===== src/rtl/unidade_funcional_r_pipe_if.sv =====
// rtl/unidade_funcional_r_pipe_if.sv - issue/CDB bundle between reservation station, R-type unit and CDB arbiter
interface unidade_funcional_r_pipe_if #(
  parameter int DATA_W = 16,
  parameter int TAG_W  = 4
);
  logic              Ready_to_uf;
  logic [DATA_W-1:0] A;
  logic [DATA_W-1:0] B;
  logic [2:0]        Ufop;
  logic [TAG_W-1:0]  Tag_in;
  logic              Flush;
  logic              Cdb_grant;
  logic              Busy;
  logic [DATA_W-1:0] Q;
  logic [TAG_W-1:0]  Tag_out;
  logic              Write_Enable_CDB;
  logic              Done;

  modport master (
    output Ready_to_uf, A, B, Ufop, Tag_in, Flush, Cdb_grant,
    input  Busy, Q, Tag_out, Write_Enable_CDB, Done
  );

  modport slave (
    input  Ready_to_uf, A, B, Ufop, Tag_in, Flush, Cdb_grant,
    output Busy, Q, Tag_out, Write_Enable_CDB, Done
  );
endinterface


===== src/rtl/unidade_funcional_r_pipe.sv =====
// rtl/unidade_funcional_r_pipe.sv - pipelined Tomasulo R-type unit with CDB request/grant back-pressure
// The whole pipeline advances or holds as one; bubbles are never squeezed out.
module unidade_funcional_r_pipe #(
  parameter int DATA_W     = 16,
  parameter int TAG_W      = 4,
  parameter int LATENCY    = 2,
  parameter int SIGNED_SLT = 0
) (
  input  logic                     Clock,
  input  logic                     Resetn,
  unidade_funcional_r_pipe_if.slave uf
);
  logic [LATENCY-1:0] vld_q, vld_d;
  logic [DATA_W-1:0]  res_q [LATENCY];
  logic [DATA_W-1:0]  res_d [LATENCY];
  logic [TAG_W-1:0]   tag_q [LATENCY];
  logic [TAG_W-1:0]   tag_d [LATENCY];
  logic               done_q, done_d;

  logic               slt;
  logic               op_valid;
  logic [DATA_W-1:0]  alu_res;
  logic               stall;

  always_comb begin
    if (SIGNED_SLT != 0) slt = $signed(uf.A) < $signed(uf.B);
    else                 slt = uf.A < uf.B;
  end

  // NOP and undefined opcodes still occupy a slot, just without a valid bit
  always_comb begin
    alu_res  = '0;
    op_valid = 1'b0;
    case (uf.Ufop)
      3'b010: begin alu_res = uf.A + uf.B;                               op_valid = 1'b1; end
      3'b011: begin alu_res = uf.A - uf.B;                               op_valid = 1'b1; end
      3'b110: begin alu_res = {{(DATA_W-1){1'b0}}, slt};                 op_valid = 1'b1; end
      3'b111: begin alu_res = {{(DATA_W-1){1'b0}}, (uf.A == uf.B)};      op_valid = 1'b1; end
      default: ;
    endcase
  end

  assign stall = vld_q[LATENCY-1] && !uf.Cdb_grant;

  always_comb begin
    vld_d  = vld_q;
    res_d  = res_q;
    tag_d  = tag_q;
    done_d = 1'b0;
    if (uf.Flush) begin
      vld_d = '0;
    end else if (!stall) begin
      vld_d[0] = uf.Ready_to_uf && op_valid;
      res_d[0] = alu_res;
      tag_d[0] = uf.Tag_in;
      for (int i = 1; i < LATENCY; i++) begin
        vld_d[i] = vld_q[i-1];
        res_d[i] = res_q[i-1];
        tag_d[i] = tag_q[i-1];
      end
      done_d = vld_q[LATENCY-1] && uf.Cdb_grant;
    end
  end

  always_ff @(posedge Clock or negedge Resetn) begin
    if (!Resetn) begin
      vld_q  <= '0;
      res_q  <= '{default: '0};
      tag_q  <= '{default: '0};
      done_q <= 1'b0;
    end else begin
      vld_q  <= vld_d;
      res_q  <= res_d;
      tag_q  <= tag_d;
      done_q <= done_d;
    end
  end

  assign uf.Busy             = stall;
  assign uf.Q                = res_q[LATENCY-1];
  assign uf.Tag_out          = tag_q[LATENCY-1];
  assign uf.Write_Enable_CDB = vld_q[LATENCY-1];
  assign uf.Done             = done_q;
endmodule


===== src/flat_wrapper.sv =====
// flat-port wrapper written by rule: the top's interface ports become plain ports
module unidade_funcional_r_pipe_flat 
#(
  parameter int DATA_W     = 16,
  parameter int TAG_W      = 4,
  parameter int LATENCY    = 2,
  parameter int SIGNED_SLT = 0
)
  (Clock, Resetn, uf_Ready_to_uf, uf_A, uf_B, uf_Ufop, uf_Tag_in, uf_Flush, uf_Cdb_grant, uf_Busy, uf_Q, uf_Tag_out, uf_Write_Enable_CDB, uf_Done);
  unidade_funcional_r_pipe_if #(.DATA_W(DATA_W), .TAG_W(TAG_W)) uf_i ();
  input  logic Clock;
  input  logic Resetn;
  input wire logic [$bits(uf_i.Ready_to_uf)-1:0] uf_Ready_to_uf;
  input wire logic [$bits(uf_i.A)-1:0] uf_A;
  input wire logic [$bits(uf_i.B)-1:0] uf_B;
  input wire logic [$bits(uf_i.Ufop)-1:0] uf_Ufop;
  input wire logic [$bits(uf_i.Tag_in)-1:0] uf_Tag_in;
  input wire logic [$bits(uf_i.Flush)-1:0] uf_Flush;
  input wire logic [$bits(uf_i.Cdb_grant)-1:0] uf_Cdb_grant;
  output wire logic [$bits(uf_i.Busy)-1:0] uf_Busy;
  output wire logic [$bits(uf_i.Q)-1:0] uf_Q;
  output wire logic [$bits(uf_i.Tag_out)-1:0] uf_Tag_out;
  output wire logic [$bits(uf_i.Write_Enable_CDB)-1:0] uf_Write_Enable_CDB;
  output wire logic [$bits(uf_i.Done)-1:0] uf_Done;
  assign uf_i.Ready_to_uf = uf_Ready_to_uf;
  assign uf_i.A = uf_A;
  assign uf_i.B = uf_B;
  assign uf_i.Ufop = uf_Ufop;
  assign uf_i.Tag_in = uf_Tag_in;
  assign uf_i.Flush = uf_Flush;
  assign uf_i.Cdb_grant = uf_Cdb_grant;
  assign uf_Busy = uf_i.Busy;
  assign uf_Q = uf_i.Q;
  assign uf_Tag_out = uf_i.Tag_out;
  assign uf_Write_Enable_CDB = uf_i.Write_Enable_CDB;
  assign uf_Done = uf_i.Done;
  unidade_funcional_r_pipe #(.DATA_W(DATA_W), .TAG_W(TAG_W), .LATENCY(LATENCY), .SIGNED_SLT(SIGNED_SLT)) u_core (.Clock(Clock), .Resetn(Resetn), .uf(uf_i));
endmodule

===== config.mk =====
export PLATFORM = sky130hd
export DESIGN_NAME = unidade_funcional_r_pipe_flat
export DESIGN_NICKNAME = d
export VERILOG_FILES = /design/src/rtl/unidade_funcional_r_pipe_if.sv /design/src/rtl/unidade_funcional_r_pipe.sv /design/src/flat_wrapper.sv
export SDC_FILE = /design/constraint.sdc
export NUM_CORES = 1
export LEC_CHECK = 0
export BUFFER_PORTS_ARGS = -buffer_cell sky130_fd_sc_hd__buf_2
export CORE_MARGIN = 4
export CORE_UTILIZATION = 61
export DETAILED_ROUTE_END_ITERATION = 7
export PLACE_DENSITY = 0.86
export SYNTH_ARGS = -nofsm -noshare
export SYNTH_HDL_FRONTEND = slang
export SYNTH_SLANG_ARGS = --single-unit

===== constraint.sdc =====
create_clock -name Clock -period 3.8 [get_ports Clock]
set_clock_uncertainty 0.1 [all_clocks]
set_input_delay 0.19 -clock Clock [delete_from_list [all_inputs] [get_ports Clock]]
set_output_delay 0.19 -clock Clock [all_outputs]
set_load 0.02 [all_outputs]

==> results.py <==
metrics = {
    "status": {
        "status": "finished clean",
    },
    "floorplan": {
        "die_height_um": 85.18,
        "die_w_um": 85.18,
        "design.die.area_um2": 7256,
        "start_util_pct": 64.40,
        "num_rows": 27,
        "io_pins": 67,
        "core-area_um2": 5642,
    },
    "placement": {
        "place.gp.congestion": 0.9231,
        "portBuffers": 66,
        "place_area_um2": 3815,
        "dp_hpwl_mm": 6.592,
        "place_inst": 549,
    },
    "synthesis": {
        "yosys.area.top_type_share_pct": 29.61,
        "synthAdderAreaFrac_pct": 11.78,
        "synth-seq-cells": 43,
        "synth-async-reset-ratio_pct": 100.0,
        "muxShareOfSynthArea_pct": 1.377,
        "synth_compound_area_share_pct": 19.94,
        "synthCells": 452,
        "synth_top_family_by_area": "simple AND/OR/NAND/NOR gates",
        "synth_area_um2": 3633,
        "synth.area.top_cells": "dfrtp_1, ha_1, nand2_1",
        "synth-main-ff-cell": "dfrtp_1",
        "synth-simple-area-share_pct": 24.93,
        "syn-num-nets": 529,
        "synth-xor-area-share_pct": 2.169,
        "yosysWarnings": 0,
        "synth.largest_area_cell": "dfrtp_1",
        "synth.distinct_cells": 64,
        "synth_top_cells_by_count": "nand2_1, dfrtp_1, ha_1",
        "ys_seq_area_share_pct": 29.61,
        "avgSynthCellArea_um2": 8.039,
        "synth_enable_flop_cells": 0,
        "synth.most_common_cell": "nand2_1",
    },
    "layout": {
        "nets": 567,
        "fin_util_pct": 70.77,
        "synthToLayoutAreaGrowth_pct": 9.883,
        "n_antenna_cell": 0,
        "n_fill_cell": 454,
        "drive_gt1_share_pct": 18.13,
        "final_area_um2": 3993,
        "layout.cells.non_filler": 563,
    },
    "clocking": {
        "post_cts_resized": 0,
        "clkSlewWorstSetupHoldPaths_ps": 80,
        "clockBufferDepth": 2,
        "cts_max_level": 2,
        "root_buffer": "clkbuf_8",
        "ctsHoldBuffers": 6,
        "cts_sinks": 43,
        "cts_buffers": 5,
        "cts_setup_buffers": 0,
        "cts_tree": "done",
        "insertion_delay_ps": 290,
    },
    "sta": {
        "worst_pin_slew_ps": 950.1,
        "hold_violations": 0,
        "final.setup.tns_ps": 0,
        "setup_viol": 0,
        "rsz0062_at_grt": "false",
        "fin_crit_sh_pct": 55.86,
        "max_slew_margin_pct": 36.66,
        "fmax_ghz": 0.4711,
        "drv_slew": 0,
        "period_needed_ps": 2123,
        "whs_ps": 53.37,
    },
    "worst_setup_path": {
        "regToRegSetupSlack_ps": 1780,
        "arrival_ps": 2260,
        "reg2reg_depth": 5,
        "endpoint_kind": "flip-flop",
        "endpoint": "u_core.res_q[31]$_DFFE_PN0P_",
        "startpoint_type": "input port",
        "reg2reg_from": "u_core.vld_q[1]$_DFFE_PN0P_",
        "crit_required_ps": 3930,
        "criticalPathCategory": "input port to flip-flop",
        "cp_max_fo": 9,
        "rr_endpoint": "u_core.res_q[31]$_DFFE_PN0P_",
        "critPathLaunch": "uf_Flush",
    },
    "routing": {
        "first_pass_iters": 5,
        "routed_wirelength_mm": 8.517,
        "ant_nets": 0,
        "drc": 0,
        "drt_iter0_markers": 287,
        "post_drt_wl_per_cell_um": 15.13,
        "dr_total_vias": 3259,
        "vias_per_cell": 5.789,
    },
    "global_route": {
        "use_met3_pct": 3.107,
        "grt_antenna_before_repair": 0,
        "grt_max_degree": 44,
        "met2_usage_pct": 40.18,
        "track_usage_pct": 24.09,
        "grt_first_pass_wirelength_mm": 14.39,
        "grt_overflow_total": 0,
        "grtUsageMet1_pct": 31.36,
        "grt_pass1_vias": 3131,
        "grt.busiest_layer": "met2",
    },
    "power": {
        "power.density_nw_per_um2": 331.4,
        "ir_drop_uv": 245.6,
        "power.leakage_nw": 2.125,
    },
    "hold_path": {
        "holdCritPathClass": "input port to flip-flop",
    },
    "job": {
        "maxCapViolations": 0,
    },
}
worst min-delay path by stage:
stage                     cells after the start  slack (ps)                                to            from
after floorplan                               0        -210      u_core.res_q[16]$_DFFE_PN0P_          Resetn
after detailed placement                      1         280  u_core.uf.Tag_out[0]$_DFFE_PN0P_          Resetn
after global routing                          2          50          u_core.uf.Done$_DFF_PN0_    uf_Cdb_grant
final                                         3          50       u_core.vld_q[0]$_DFFE_PN0P_  uf_Ready_to_uf
after global placement                        1         280  u_core.uf.Tag_out[0]$_DFFE_PN0P_          Resetn
after CTS                                     2          40          u_core.uf.Done$_DFF_PN0_    uf_Cdb_grant
metal layers:
layer	vias up	wire length, um
met2	141	4015
met4	0	242
met1	1473	3631
met3	27	628
met5	-	0
li1	1618	-
area by class of cell:
cell class	count	area, um^2	share of cell area (%)
Inverter	31	116.4	2.914
Tap cell	72	90.09	2.256
Multi-Input combinational cell	335	2187	54.78
Timing Repair Buffer	74	405.4	10.15
Clock inverter	2	35.03	0.8775
Clock buffer	6	82.58	2.068
Sequential cell	43	1076	26.95
registers in the layout, indices dropped and copies added, names as in the netlist:
signal and count:
u_core.uf.Tag_out 4, u_core.res_q 16, u_core.uf.Done 1, u_core.uf.Q 16, u_core.vld_q 2, u_core.tag_q 4
logic make-up after synthesis:
family | count (synthesis)
AOI/OAI and AO/OA | 101
buffers and inverters | 74
muxes | 5
DFF | 43
xor gates and xnor gates | 9
and+or+nand+nor | 187
adders and majority gates | 33
where the power goes:
group	internal [W]	switching, W	leakage, nW
combinational	0.000163	0.000261	1.50
clock	0.000213	0.000156	0.0612
sequential	0.000506	0.0000254	0.569
cell usage in the layout, fill, tap and decap left out, types with 7 or more instances in the layout:
| cell | synthesis | layout |
|---|---|---|
| ha_1 | 31 | 31 |
| a21o_1 | 8 | 8 |
| nand2_1 | 96 | 96 |
| inv_1 | 30 | 30 |
| dfrtp_1 | 43 | 43 |
| buf_2 | 7 | 66 |
| nor2_1 | 20 | 20 |
| o21ai_0 | 18 | 18 |
| nor2b_1 | 7 | 7 |
| a21oi_1 | 22 | 22 |
| and3_1 | 13 | 13 |
| and2_1 | 8 | 8 |
critical path: stages:
cell	delay, ps
dlygate4sd3_1	540
buf_2	140
inv_1	90
and3_1	380
nand2_1	240
or4_1	570
nand4_1	100
stage by stage:
stage | setup WS (ps) | power, W
floorplan | 1650 | 0.0008627
global placement | 1451 | 0.0009434
detailed placement | 1399 | 0.0009545
CTS | 1714 | 0.001328
global route | 1517 | 0.001405
finish | 1677 | 0.001323
Note: power is estimated with default switching activity, not from simulation.
